## src/rtl/hazard_scoreboard_pkg.sv

```systemverilog
// hazard_pkg: forward-select encoding and tag-entry field layout shared by the hazard unit
package hazard_pkg;
  localparam int FWD_RF = 0;
  localparam int TAG_AVAIL = 0;
  localparam int TAG_WE = 1;
  localparam int TAG_RD = 2;
  function automatic int tag_w(int aw);
    return aw + 3;
  endfunction
  function automatic int fwd_code(int stage);
    return stage + 1;
  endfunction
endpackage

```

## src/rtl/hazard_scoreboard_if.sv

```systemverilog
// hazard_scoreboard_if: decode-side request and hazard-unit response bundle
interface hazard_scoreboard_if #(
  parameter int NUM_SRC = 2,
  parameter int REG_AW = 5,
  parameter int SEL_W = 2
);
  logic hold;
  logic flush;
  logic id_valid;
  logic [NUM_SRC-1:0] id_src_used;
  logic [NUM_SRC*REG_AW-1:0] id_rs;
  logic [REG_AW-1:0] id_rd;
  logic id_we;
  logic id_is_load;
  logic id_is_long;
  logic long_done;
  logic [REG_AW-1:0] long_rd;
  logic [NUM_SRC*SEL_W-1:0] fwd_sel;
  logic stall;
  logic long_busy;
  modport master (
    output hold, flush, id_valid, id_src_used, id_rs, id_rd, id_we, id_is_load, id_is_long, long_done, long_rd,
    input fwd_sel, stall, long_busy
  );
  modport slave (
    input hold, flush, id_valid, id_src_used, id_rs, id_rd, id_we, id_is_load, id_is_long, long_done, long_rd,
    output fwd_sel, stall, long_busy
  );
endinterface

```

## src/rtl/hazard_scoreboard_fwd_src_match.sv

```systemverilog
// fwd_src_match: youngest-wins match of one source register against the tag pipeline
module fwd_src_match #(
  parameter int FWD_STAGES = 3,
  parameter int REG_AW = 5,
  parameter int SEL_W = 2
) (
  input  logic                         used_i,
  input  logic [REG_AW-1:0]            rs_i,
  input  logic [FWD_STAGES-1:0]        ent_valid_i,
  input  logic [FWD_STAGES*REG_AW-1:0] ent_rd_i,
  input  logic [FWD_STAGES-1:0]        ent_avail_i,
  output logic                         hit_o,
  output logic [SEL_W-1:0]             stage_o,
  output logic                         not_ready_o
);
  always_comb begin
    hit_o = 1'b0;
    stage_o = '0;
    not_ready_o = 1'b0;
    for (int s = FWD_STAGES - 1; s >= 0; s--) begin
      if (used_i && |rs_i && ent_valid_i[s] && ent_rd_i[s*REG_AW +: REG_AW] == rs_i) begin
        hit_o = 1'b1;
        stage_o = SEL_W'(s);
        not_ready_o = s < int'(ent_avail_i[s]);
      end
    end
  end
endmodule

```

## src/rtl/hazard_scoreboard.sv

```systemverilog
// hazard_scoreboard: forwarding select and stall generation beside decode, with long-op scoreboard
module hazard_scoreboard
  import hazard_pkg::*;
#(
  parameter int NUM_SRC = 2,
  parameter int FWD_STAGES = 3,
  parameter int REG_AW = 5,
  parameter int SEL_W = 2
) (
  input logic clk,
  input logic rst,
  hazard_scoreboard_if.slave bus
);
  localparam int TW = tag_w(REG_AW);
  logic [TW-1:0] tag_q [FWD_STAGES];
  logic [TW-1:0] tag_d;
  logic [2**REG_AW-1:0] pending_q, pending_d;
  logic long_busy_q, long_busy_d;
  logic [FWD_STAGES-1:0] ent_valid, ent_avail;
  logic [FWD_STAGES*REG_AW-1:0] ent_rd;
  logic [NUM_SRC-1:0] src_hit, src_nr, src_raw;
  logic [NUM_SRC*SEL_W-1:0] src_stage, fwd_sel;
  logic stall, issue, issue_long;
  for (genvar s = 0; s < FWD_STAGES; s++) begin : g_ent
    assign ent_valid[s] = tag_q[s][TW-1] & tag_q[s][TAG_WE];
    assign ent_rd[s*REG_AW +: REG_AW] = tag_q[s][TAG_RD +: REG_AW];
    assign ent_avail[s] = tag_q[s][TAG_AVAIL];
  end
  for (genvar k = 0; k < NUM_SRC; k++) begin : g_src
    fwd_src_match #(.FWD_STAGES(FWD_STAGES), .REG_AW(REG_AW), .SEL_W(SEL_W)) u_match (
      .used_i(bus.id_src_used[k]),
      .rs_i(bus.id_rs[k*REG_AW +: REG_AW]),
      .ent_valid_i(ent_valid),
      .ent_rd_i(ent_rd),
      .ent_avail_i(ent_avail),
      .hit_o(src_hit[k]),
      .stage_o(src_stage[k*SEL_W +: SEL_W]),
      .not_ready_o(src_nr[k])
    );
    assign src_raw[k] = bus.id_src_used[k] & pending_q[bus.id_rs[k*REG_AW +: REG_AW]];
    assign fwd_sel[k*SEL_W +: SEL_W] = (src_hit[k] & ~src_nr[k]) ?
      SEL_W'(fwd_code(int'(src_stage[k*SEL_W +: SEL_W]))) : SEL_W'(FWD_RF);
  end
  assign stall = bus.id_valid & (|(src_hit & src_nr) | |src_raw |
                 (bus.id_we & pending_q[bus.id_rd]) | (bus.id_is_long & long_busy_q));
  assign issue = bus.id_valid & ~stall & ~bus.flush;
  assign issue_long = issue & bus.id_is_long & ~bus.hold;
  assign bus.fwd_sel = fwd_sel;
  assign bus.stall = stall;
  assign bus.long_busy = long_busy_q;
  always_comb begin
    tag_d = '0;
    tag_d[TW-1] = issue & bus.id_we & |bus.id_rd & ~bus.id_is_long;
    tag_d[TAG_RD +: REG_AW] = bus.id_rd;
    tag_d[TAG_WE] = bus.id_we;
    tag_d[TAG_AVAIL] = bus.id_is_load;
    pending_d = pending_q;
    if (bus.long_done) pending_d[bus.long_rd] = 1'b0;
    if (issue_long & bus.id_we & |bus.id_rd) pending_d[bus.id_rd] = 1'b1;
    long_busy_d = issue_long | (long_busy_q & ~bus.long_done);
  end
  // Flush kills the ID instruction and the current EX entry, which would otherwise move to MEM.
  always_ff @(posedge clk or posedge rst) begin
    if (rst) begin
      pending_q <= '0;
      long_busy_q <= 1'b0;
      for (int s = 0; s < FWD_STAGES; s++) tag_q[s] <= '0;
    end else begin
      pending_q <= pending_d;
      long_busy_q <= long_busy_d;
      if (!bus.hold) begin
        tag_q[0] <= tag_d;
        for (int s = 1; s < FWD_STAGES; s++) tag_q[s] <= (s == 1 && bus.flush) ? '0 : tag_q[s-1];
      end
    end
  end
endmodule

```

## src/flat_wrapper.sv

```systemverilog
// flat-port wrapper written by rule: the top's interface ports become plain ports
module hazard_scoreboard_flat import hazard_pkg::*;
#(
  parameter int NUM_SRC = 2,
  parameter int FWD_STAGES = 3,
  parameter int REG_AW = 5,
  parameter int SEL_W = 2
)
  (clk, rst, bus_hold, bus_flush, bus_id_valid, bus_id_src_used, bus_id_rs, bus_id_rd, bus_id_we, bus_id_is_load, bus_id_is_long, bus_long_done, bus_long_rd, bus_fwd_sel, bus_stall, bus_long_busy);
  hazard_scoreboard_if #(.NUM_SRC(NUM_SRC), .REG_AW(REG_AW), .SEL_W(SEL_W)) bus_i ();
  input logic clk;
  input logic rst;
  input wire logic [$bits(bus_i.hold)-1:0] bus_hold;
  input wire logic [$bits(bus_i.flush)-1:0] bus_flush;
  input wire logic [$bits(bus_i.id_valid)-1:0] bus_id_valid;
  input wire logic [$bits(bus_i.id_src_used)-1:0] bus_id_src_used;
  input wire logic [$bits(bus_i.id_rs)-1:0] bus_id_rs;
  input wire logic [$bits(bus_i.id_rd)-1:0] bus_id_rd;
  input wire logic [$bits(bus_i.id_we)-1:0] bus_id_we;
  input wire logic [$bits(bus_i.id_is_load)-1:0] bus_id_is_load;
  input wire logic [$bits(bus_i.id_is_long)-1:0] bus_id_is_long;
  input wire logic [$bits(bus_i.long_done)-1:0] bus_long_done;
  input wire logic [$bits(bus_i.long_rd)-1:0] bus_long_rd;
  output wire logic [$bits(bus_i.fwd_sel)-1:0] bus_fwd_sel;
  output wire logic [$bits(bus_i.stall)-1:0] bus_stall;
  output wire logic [$bits(bus_i.long_busy)-1:0] bus_long_busy;
  assign bus_i.hold = bus_hold;
  assign bus_i.flush = bus_flush;
  assign bus_i.id_valid = bus_id_valid;
  assign bus_i.id_src_used = bus_id_src_used;
  assign bus_i.id_rs = bus_id_rs;
  assign bus_i.id_rd = bus_id_rd;
  assign bus_i.id_we = bus_id_we;
  assign bus_i.id_is_load = bus_id_is_load;
  assign bus_i.id_is_long = bus_id_is_long;
  assign bus_i.long_done = bus_long_done;
  assign bus_i.long_rd = bus_long_rd;
  assign bus_fwd_sel = bus_i.fwd_sel;
  assign bus_stall = bus_i.stall;
  assign bus_long_busy = bus_i.long_busy;
  hazard_scoreboard #(.NUM_SRC(NUM_SRC), .FWD_STAGES(FWD_STAGES), .REG_AW(REG_AW), .SEL_W(SEL_W)) u_core (.clk(clk), .rst(rst), .bus(bus_i));
endmodule
```

## config.mk

```make
export PLATFORM = sky130hd
export DESIGN_NAME = hazard_scoreboard_flat
export DESIGN_NICKNAME = d
export VERILOG_FILES = /design/src/rtl/hazard_scoreboard_pkg.sv /design/src/rtl/hazard_scoreboard_if.sv /design/src/rtl/hazard_scoreboard_fwd_src_match.sv /design/src/rtl/hazard_scoreboard.sv /design/src/flat_wrapper.sv
export SDC_FILE = /design/constraint.sdc
export NUM_CORES = 1
export LEC_CHECK = 0
export CORE_MARGIN = 4
export CORE_UTILIZATION = 50
export DETAILED_ROUTE_END_ITERATION = 8
export HOLD_SLACK_MARGIN = 0.06
export MAX_ROUTING_LAYER = met4
export PLACE_DENSITY = 0.71
export SKIP_LAST_GASP = 1
export SYNTH_ARGS = -nofsm -noshare
export SYNTH_HDL_FRONTEND = slang
export SYNTH_SLANG_ARGS = --single-unit
export TNS_END_PERCENT = 5
```

## constraint.sdc

```tcl
create_clock -name clk -period 8.04 [get_ports clk]
set_input_delay 1.206 -clock clk [delete_from_list [all_inputs] [get_ports clk]]
set_output_delay 1.206 -clock clk [all_outputs]
set_load 0.02 [all_outputs]
```

==> reports/summary.json <==
{
  "rows": 31,
  "drive_above_1_share_pct": 14.5,
  "top_library_cells_by_usage_in_the_layout_fill_and_taps_aside": "55 x sky130_fd_sc_hd__dfrtp_1, 40 x sky130_fd_sc_hd__o21ai_0, 36 x sky130_fd_sc_hd__clkdlybuf4s50_1",
  "fmaxAchievable_mhz": 159,
  "totalPowerFinal_w": 0.000633,
  "io_buffers": 36,
  "netlist_area_um2": 3820,
  "tritoncts": "done",
  "antenna_found_initial": 0,
  "dr_total_vias": 3172,
  "ys_seq_elements": 55,
  "initialDrtViolationCount": 260,
  "numCtsBuffers": 5,
  "rsz0062_at_grt": "false",
  "clk_pin_slew_worst_paths_ns": 0.10,
  "fin_nets": 410,
  "worst_pin_slew_ns": 1.10,
  "die_width_um": 95.4,
  "mostFrequentLayoutCell": "sky130_fd_sc_hd__dfrtp_1",
  "synth_async_sr_flop_share_pct": 100,
  "timing.critical_path.required_ns": 6.83,
  "finClkSkew_ns": 0.00704,
  "p_leak_nw": 1.67,
  "post_cts.resized_instances": 0,
  "finalMaxSlewViolations": 0,
  "syn-instance-count": 362,
  "vdd_drop_max_uv": 105,
  "critPathKind": "input pin to output pin",
  "route.detailed.drc": 0,
  "io_pins": 37,
  "synth_top_flop_cell": "sky130_fd_sc_hd__dfrtp_1",
  "crit_fanout": 34,
  "die_area_um2": 9100,
  "final_routed_wire_length_divided_by_cell_count_um": 21.7,
  "gr_usage_total_pct": 24.5,
  "numClockSinks": 55,
  "viasPerCell": 6.62,
  "grt_overflow": 0,
  "post-cts-setup-buffer-count": 0,
  "h_tree_depth": 2,
  "die_h_um": 95.4,
  "outcome": "finished, final reports clean",
  "detailed_place_hpwl_mm": 7.67,
  "yosysWarningCount": 0,
  "cts_hold_buffers": 0,
  "initial_utilization_pct": 52.1,
  "synth_enable_flop_cells": 0,
  "timing.slew.headroom_pct": 26.2,
  "clock_latency_ns": 0.31,
  "syn-mean-instance-area_um2": 10.6,
  "cts-root-to-sink-buffers": 2,
  "min_path_type": "register to register",
  "antennaDiodeCount": 0,
  "synth_cell_type_count": 44,
  "grt_start_max_net_pins": 56,
  "drtAntennaViolNets": 0,
  "synth_seq_area_share_pct": 36.0,
  "drv_cap": 0,
  "grt_pass1_wl_mm": 16.4,
  "min_period_ns": 6.30,
  "areaGrowthSynthToFinish_pct": 12.2,
  "gpl.final_weighted_congestion": 0.980,
  "critPathCaptureType": "output pin",
  "start_kind": "input pin",
  "final_setup_violating_endpoints": 0,
  "post-route-period-util_pct": 78.4,
  "drt-pass1-iter-count": 5,
  "hold_violations": 0,
  "postSynthNetCount": 393,
  "floorplan.core_area_um2": 7330,
  "power.density_cell_area_nw_per_um2": 148,
  "cts_root_buffer": "sky130_fd_sc_hd__clkbuf_8",
  "worstPathArrival_ns": 5.10,
  "first_global_vias": 2975,
  "final.setup.tns_ns": 0,
  "detail_route.wirelength_mm": 10.4
}
## final cells by class
type | count | area (um^2)
fill | 596 | 3050
multi-input combinational | 274 | 2270
sequential | 55 | 1380
timing repair buffer | 39 | 383
tap | 99 | 124
clock buffer | 6 | 82.6
clock inverter | 2 | 35.0
inverter | 4 | 15.0
## critical path, cell delays in order
cell                              delay [ns]
sky130_fd_sc_hd__clkdlybuf4s50_1        1.20
sky130_fd_sc_hd__mux2i_1                0.28
sky130_fd_sc_hd__o22ai_1                0.12
sky130_fd_sc_hd__or4_4                  0.54
sky130_fd_sc_hd__a221oi_2               0.37
sky130_fd_sc_hd__nand4_4                0.49
sky130_fd_sc_hd__o21a_1                 0.35
sky130_fd_sc_hd__clkdlybuf4s50_1        0.53
## per-layer routing
layer | wire length [um] | share of wire, % | GRT usage, % | vias to the layer above
met3 | 900 | 8.7 | 4.89 | 23
met1 | 4670 | 45 | 35.0 | 1567
met4 | 235 | 2.3 | 7.58 | 0
li1 | - | - | - | 1431
met5 | 0 | 0 | - | -
met2 | 4580 | 44 | 35.0 | 151
## cells in the mapped netlist (all sizes together) (3+ instances only)
cell type	count	area [um^2]
o21ai	41	205
or3b	6	52.6
nand4	7	58.8
buf	15	106
nor2b	3	18.8
a22oi	3	22.5
nor3b	3	22.5
mux4	12	270
a21oi	4	20.0
nor2	3	11.3
xnor2	24	210
mux2i	29	290
nand2	19	71.3
clkbuf	14	52.6
nand2b	15	93.8
dfrtp	55	1380
o22ai	8	50.1
or4	8	63.8
mux2	14	158
nand3	7	35.0
nand3b	11	82.6
xor2	6	52.6
o41ai	32	340
inv	4	15.0
## power by group
part	internal, W	switching, W
Combinational	0.0000610	0.0000660
Sequential	0.000293	0.0000222
Clock	0.000101	0.0000902
## kinds of logic (layout without fill, tap and decap cells)
group	count (synthesis)	count (layout)	synth area share [%]
flip-flops	55	55	36.0
XOR/XNOR	30	30	6.88
buffers and inverters	33	51	4.55
AO/OA/AOI/OAI	97	97	18.7
AND/OR/NAND/NOR	92	92	15.0
multiplexers	55	55	18.8
## through the flow
| stage | util (%) | cell area [um^2] | instances | setup WS (ns) | hold WS (ns) |
|---|---|---|---|---|---|
| CTS | 58.5 | 4290 | 479 | 1.75 | 0.517 |
| global route | 58.5 | 4290 | 479 | 1.53 | 0.523 |
| global placement | 56.9 | 4170 | 471 | 1.83 | 0.488 |
| floorplan | - | 3820 | 362 | 3.69 | 0.469 |
| finish | 58.5 | 4290 | 479 | 1.74 | 0.512 |
| detailed placement | 56.9 | 4170 | 471 | 1.75 | 0.494 |
## worst paths after layout
check                                               start                             end  slack, ns  depth (start not counted)
setup / recovery                             bus_id_rd[1]                       bus_stall       1.74                          8
hold / removal                u_core.tag_q[7]$_DFFE_PP0N_     u_core.tag_q[7]$_DFFE_PP0N_       0.51                          1
setup reg to reg           u_core.pending_q[19]$_DFF_PP0_  u_core.pending_q[14]$_DFF_PP0_       5.17                          6
hold reg to reg               u_core.tag_q[7]$_DFFE_PP0N_     u_core.tag_q[7]$_DFFE_PP0N_       0.51                          1
max in group asynchronous                             rst  u_core.pending_q[12]$_DFF_PP0_       6.17                          3
min in group asynchronous                             rst    u_core.ent_rd[1]$_DFFE_PP0N_       1.39                          3
## registers in the layout, summed over array words and instances (netlist names)
signal	cells
u_core.bus.long_busy	1
u_core.ent_avail	1
u_core.ent_rd	15
u_core.pending_q	32
u_core.tag_q	6
(Power assumes the default switching activity.)
